$ cat src/rtl/conv1_bm_sram_ctrl_pkg.sv
// Shared types and constants for the conv1 SRAM controller.
//   state_t : controller FSM states
//   grant_t : per-cycle SRAM slot owner
//   READ_LAT: cycles from read grant (pins registered) to rd_data_valid
package conv1_sram_ctrl_pkg;

  typedef enum logic [1:0] {
    IDLE,
    BURST,
    DRAIN
  } state_t;

  typedef enum logic [1:0] {
    GNT_NONE,
    GNT_WR,
    GNT_RD
  } grant_t;

  localparam int unsigned READ_LAT = 2;

endpackage

$ cat src/rtl/conv1_bm_sram_ctrl_rr_arb2.sv
// sram_rr_arb2: two-requester round-robin arbiter for the single SRAM port.
// Ports:
//   clk0, rst_n : clock, synchronous active-low reset
//   wr_req      : write requester wants the slot
//   rd_req      : burst engine wants the slot
//   grant       : combinational owner of this cycle's slot
// last_grant only moves on contended cycles, so sustained writes against a
// burst alternate 1:1; after reset the write side wins the first contest.
module sram_rr_arb2
  import conv1_sram_ctrl_pkg::*;
(
  input  logic   clk0,
  input  logic   rst_n,
  input  logic   wr_req,
  input  logic   rd_req,
  output grant_t grant
);

  grant_t last_grant;

  always_comb begin
    grant = GNT_NONE;
    if (wr_req && rd_req) begin
      grant = (last_grant == GNT_RD) ? GNT_WR : GNT_RD;
    end else if (wr_req) begin
      grant = GNT_WR;
    end else if (rd_req) begin
      grant = GNT_RD;
    end
  end

  always_ff @(posedge clk0) begin
    if (!rst_n) begin
      last_grant <= GNT_RD;
    end else if (wr_req && rd_req) begin
      last_grant <= grant;
    end
  end

endmodule

$ cat src/rtl/conv1_bm_sram_ctrl.sv
// conv1_bm_sram_ctrl: shares one single-port 16x16 OpenRAM macro between a
// word-write loader and a burst-read engine.
// Ports:
//   clk0, rst_n                  : clock (also the macro clock), sync active-low reset
//   wr_valid/wr_ready            : write handshake, wr_addr/wr_data payload
//   rd_req_valid/rd_req_ready    : burst request, rd_base/rd_len payload (len 0..DEPTH)
//   rd_data_valid/rd_data/rd_last: returned beats, no backpressure
//   busy                         : burst active or read still in flight
//   sram_csb0/web0/addr0/din0    : registered macro pins (csb/web active-low)
//   sram_dout0                   : macro read data
module conv1_bm_sram_ctrl
  import conv1_sram_ctrl_pkg::*;
#(
  parameter int unsigned DATA_WIDTH = 16,
  parameter int unsigned ADDR_WIDTH = 4
) (
  input  logic                  clk0,
  input  logic                  rst_n,
  input  logic                  wr_valid,
  output logic                  wr_ready,
  input  logic [ADDR_WIDTH-1:0] wr_addr,
  input  logic [DATA_WIDTH-1:0] wr_data,
  input  logic                  rd_req_valid,
  output logic                  rd_req_ready,
  input  logic [ADDR_WIDTH-1:0] rd_base,
  input  logic [ADDR_WIDTH:0]   rd_len,
  output logic                  rd_data_valid,
  output logic [DATA_WIDTH-1:0] rd_data,
  output logic                  rd_last,
  output logic                  busy,
  output logic                  sram_csb0,
  output logic                  sram_web0,
  output logic [ADDR_WIDTH-1:0] sram_addr0,
  output logic [DATA_WIDTH-1:0] sram_din0,
  input  logic [DATA_WIDTH-1:0] sram_dout0
);

  localparam logic [ADDR_WIDTH:0] BEAT_ONE = (ADDR_WIDTH+1)'(1);

  state_t                state, state_n;
  grant_t                grant;
  logic                  arb_wr_req, arb_rd_req;
  logic                  issue_wr, issue_rd, issue_last, rd_hs;
  logic [ADDR_WIDTH-1:0] addr_cnt;
  logic [ADDR_WIDTH:0]   beats_left;
  logic [READ_LAT-1:0]   pipe_v, pipe_l;

  sram_rr_arb2 u_arb (
    .clk0   (clk0),
    .rst_n  (rst_n),
    .wr_req (arb_wr_req),
    .rd_req (arb_rd_req),
    .grant  (grant)
  );

  assign issue_wr   = (grant == GNT_WR);
  assign issue_rd   = (grant == GNT_RD);
  assign issue_last = issue_rd && (beats_left == BEAT_ONE);
  assign busy       = (state != IDLE) || (|pipe_v);

  always_comb begin
    state_n      = state;
    wr_ready     = 1'b0;
    rd_req_ready = 1'b0;
    rd_hs        = 1'b0;
    arb_wr_req   = rst_n && wr_valid;
    arb_rd_req   = rst_n && (state == BURST);
    if (rst_n) begin
      case (state)
        IDLE: begin
          wr_ready     = 1'b1;
          rd_req_ready = 1'b1;
          rd_hs        = rd_req_valid;
          if (rd_req_valid && (rd_len != '0)) state_n = BURST;
        end
        BURST: begin
          wr_ready = issue_wr;
          if (issue_last) state_n = DRAIN;
        end
        DRAIN: begin
          wr_ready = 1'b1;
          // The oldest stage is captured on this edge; leave once nothing
          // younger is still travelling.
          if (~|pipe_v[READ_LAT-2:0]) state_n = IDLE;
        end
        default: state_n = IDLE;
      endcase
    end
  end

  always_ff @(posedge clk0) begin
    if (!rst_n) state <= IDLE;
    else        state <= state_n;
  end

  always_ff @(posedge clk0) begin
    if (!rst_n) begin
      addr_cnt   <= '0;
      beats_left <= '0;
    end else if (rd_hs) begin
      addr_cnt   <= rd_base;
      beats_left <= rd_len;
    end else if (issue_rd) begin
      addr_cnt   <= addr_cnt + ADDR_WIDTH'(1);
      beats_left <= beats_left - BEAT_ONE;
    end
  end

  always_ff @(posedge clk0) begin
    if (!rst_n) begin
      sram_csb0  <= 1'b1;
      sram_web0  <= 1'b1;
      sram_addr0 <= '0;
      sram_din0  <= '0;
    end else if (issue_wr) begin
      sram_csb0  <= 1'b0;
      sram_web0  <= 1'b0;
      sram_addr0 <= wr_addr;
      sram_din0  <= wr_data;
    end else if (issue_rd) begin
      sram_csb0  <= 1'b0;
      sram_web0  <= 1'b1;
      sram_addr0 <= addr_cnt;
    end else begin
      sram_csb0  <= 1'b1;
      sram_web0  <= 1'b1;
    end
  end

  // pipe_v[0] rises with the read pins, pipe_v[1] when the macro captures
  // them; the data is on sram_dout0 at the following edge.
  always_ff @(posedge clk0) begin
    if (!rst_n) begin
      pipe_v        <= '0;
      pipe_l        <= '0;
      rd_data_valid <= 1'b0;
      rd_last       <= 1'b0;
      rd_data       <= '0;
    end else begin
      pipe_v        <= {pipe_v[READ_LAT-2:0], issue_rd};
      pipe_l        <= {pipe_l[READ_LAT-2:0], issue_last};
      rd_data_valid <= pipe_v[READ_LAT-1];
      rd_last       <= pipe_v[READ_LAT-1] && pipe_l[READ_LAT-1];
      if (pipe_v[READ_LAT-1]) rd_data <= sram_dout0;
    end
  end

endmodule

$ cat config.mk
export PLATFORM = sky130hd
export DESIGN_NAME = conv1_bm_sram_ctrl
export DESIGN_NICKNAME = d
export VERILOG_FILES = /design/src/rtl/conv1_bm_sram_ctrl_pkg.sv /design/src/rtl/conv1_bm_sram_ctrl_rr_arb2.sv /design/src/rtl/conv1_bm_sram_ctrl.sv
export SDC_FILE = /design/constraint.sdc
export NUM_CORES = 1
export LEC_CHECK = 0
export CORE_UTILIZATION = 40
export CTS_CLUSTER_SIZE = 30
export DETAILED_ROUTE_END_ITERATION = 6
export DONT_BUFFER_PORTS = 1
export MAX_ROUTING_LAYER = met4
export SLEW_MARGIN = 25
export SYNTH_ARGS = -nofsm -noshare
export SYNTH_HDL_FRONTEND = slang
export SYNTH_SLANG_ARGS = --single-unit
$ cat constraint.sdc
create_clock -name clk0 -period 1.6 [get_ports clk0]
set_input_delay 0.32 -clock clk0 [delete_from_list [all_inputs] [get_ports clk0]]
set_output_delay 0.32 -clock clk0 [all_outputs]
set_load 0.005 [all_outputs]
==> out/qor.yml <==
global_routing:
  antenna_found_initial: 0
  grt_overflow_total: 0
  first_global_vias: 1579
  grt_max_degree: 60
  grt_pass1_wl_um: 7200
  grtUsageTotal_pct: 16.0
worst_setup_path:
  cp-start-kind: "register"
  slowest_delay_ps: 350
  end_kind: "output port"
  cp.required_ps: 1280
  worst-path-buf-inv: 0
  path_class: "reg -> out"
  crit_family: "simple AND/OR/NAND/NOR gates"
  path_cells: "nor2_1 -> and2_1"
  cp_max_fo: 5
  slowest_stage: "dfxtp_1"
  cp.arrival_ps: 1170
final_layout:
  fillers: 543
  multi_input_area_um2: 1050
  fin_util_pct: 46.3
  antennaDiodeCount: 0
  drive_gt1_share_pct: 10.8
  syn2layout_area_growth_pct: 11.4
  seq_area_um2: 1140
  fin_nets: 297
routing:
  drt_iter0_drc: 46
  drc: 0
  first_pass_iters: 6
  via_count: 1672
  viasPerCell: 5.19
  post_drt_wl_per_cell_um: 13.8
  routed_wl_um: 4440
  ant_nets: 0
outcome:
  status: "finished clean"
yosys:
  yosysSeqAreaShare_pct: 49.9
  synth_edf_count: 0
  postSynthCellCount: 245
  async_flop_share_pct: 0
  synth_largest_area_cell: "dfxtp_1"
  synth_top_cell_area_share_pct: 49.9
  syn_nets: 297
  netlist_area_um2: 2290
  ys_seq_elements: 57
  yosys-top-cells-area: "dfxtp_1 50%, nand2_1 7.7%, mux2i_1 7.0%"
  synth_cell_types: 41
  synth_flop_cell: "dfxtp_1"
  yosysWarningCount: 0
  avgSynthCellArea_um2: 9.33
floorplanning:
  rows: 27
  die_h_um: 77.6
  die_x_um: 77.6
  ioPinCount: 92
  dieArea_um2: 6020
  coreArea_um2: 5510
  initial_core_util_pct: 41.5
power_and_ir_drop:
  peakVddDrop_mv: 0.402
  powerDensity_nw_per_um2: 1240
  p_leak_nw: 0.910
clocking:
  cts_made_buffers: 9
  clkSinkCount: 57
  cts_buffer_depth: 2
  cts_tree: "yes"
  cts-htree-levels: 3
  insertion_delay_ps: 320
  clockRootBuffer: "clkbuf_8"
  clk_pin_slew_worst_paths_ps: 60
  ctsHoldBuffers: 0
timing:
  relSlewSlack_pct: 76.0
  fin_crit_sh_pct: 93.3
  setup-violations-final: 0
  min_period_ps: 1490
  hold_viol: 0
  clock_skew_ps: 8.26
  worstMarginPinSlew_ps: 360
  slew_viol_final: 0
  fmax_mhz: 670
  holdWs_ps: 87.9
hold_path:
  hp-class: "in -> reg"
placed_design:
  port_buffers: 0
  gp_congestion: 0.778
  post-dp-hpwl_um: 2980
job:
  maxCapViolCount: 0
==> worst reg2reg max path: cells and delay by family (launching register included) <==
family             cells  cell delay, ps
and+or+nand+nor        2             680
DFF                    1             350
AOI/OAI and AO/OA      2             300
==> layer usage <==
metal / track usage, % / share of wire, % / vias up
li1: - / - / 842
met1: 19.5 / 46 / 764
met2: 23.2 / 45 / 56
met3: 4.59 / 7.0 / 10
met4: 10.2 / 2.3 / 0
met5: - / 0 / -
==> state kept, by name, indices dropped and copies added, names as in the netlist <==
signal            cells
pipe_v                2
pipe_l                2
rd_last               1
rd_data_valid         1
rd_data              16
sram_csb0             1
beats_left            5
sram_din0            16
state                 2
sram_addr0            4
u_arb.last_grant      2
sram_web0             1
addr_cnt              4
==> logic make-up (layout without fill, tap and decap cells) <==
group / count (synthesis) / in the layout / share of synthesized area (%)
xor gates and xnor gates: 2 / 2 / 0.766
AOI/OAI and AO/OA: 50 / 50 / 15.4
muxes: 16 / 16 / 7.01
buffers and inverters: 22 / 27 / 4.32
and+or+nand+nor: 95 / 95 / 21.0
adders and majority gates: 3 / 3 / 1.64
DFF: 57 / 57 / 49.9
==> Yosys cell counts, types with 5 or more instances <==
master,count
a21boi_1,16
and2_1,6
buf_2,6
clkbuf_1,5
dfxtp_1,57
inv_1,6
mux2i_1,16
nand2_1,47
nand3_1,7
nor2b_1,16
o21ai_0,10
==> final timing paths <==
kind                         start                                to  slack, ps  cells after the start
min reg2reg   pipe_l[0]$_SDFF_PN0_              pipe_l[1]$_SDFF_PN0_        420                      1
max reg2reg  state[0]$_SDFFE_PN0P_             state[0]$_SDFFE_PN0P_        190                      4
min                          rst_n  u_arb.last_grant[1]$_SDFFE_PN1P_         90                      1
max          state[0]$_SDFFE_PN0P_                      rd_req_ready        110                      2
==> per-stage QoR <==
step	area [um2]	power, mW	std cells	worst slack, ps	TNS, ps
2_1_floorplan	2290	1.82	245	357	0
3_3_place_gp	2340	1.86	306	288	0
3_5_place_dp	2340	1.87	306	220	0
4_1_cts	2540	3.20	322	50.5	0
5_1_grt	2550	3.31	322	-3.28	-5.61
6_report	2550	3.15	322	107	0
==> placed cells by master, fill, tap and decap left out, types with 3 or more instances in the layout <==
cell / count
a21boi_0: 4
a21boi_1: 16
a31oi_1: 4
and2_1: 6
clkbuf_8: 10
dfxtp_1: 57
ha_1: 3
inv_1: 6
mux2i_1: 16
nand2_1: 47
nand3_1: 6
nand4_1: 4
nor2_1: 4
nor2b_1: 16
o21ai_0: 9
==> report_power, final <==
part | switching [mW] | total (mW) | leakage [nW] | internal [mW]
clock network | 0.560 | 1.32 | 0.0953 | 0.756
logic | 0.144 | 0.269 | 0.349 | 0.125
registers | 0.0654 | 1.57 | 0.465 | 1.50
total | 0.770 | 3.15 | 0.910 | 2.38
==> cell type report <==
cell class	instances	share of cell area [%]
Clock inverter	5	2.16
Clock buffer	11	5.55
Timing Repair Buffer	3	1.38
Multi-Input combinational cell	166	41.4
Sequential cell	57	44.8
Tap cell	72	3.54
Inverter	8	1.18
==> what timing repair did <==
action / CTS / global route
endpoints found under the setup margin: 1 / 2
resized for setup: 1 / 2
gates cloned: 0 / 0
pin swaps: 0 / 0
setup buffers: 0 / 0
No activity file was read; power rests on OpenSTA's default activity.
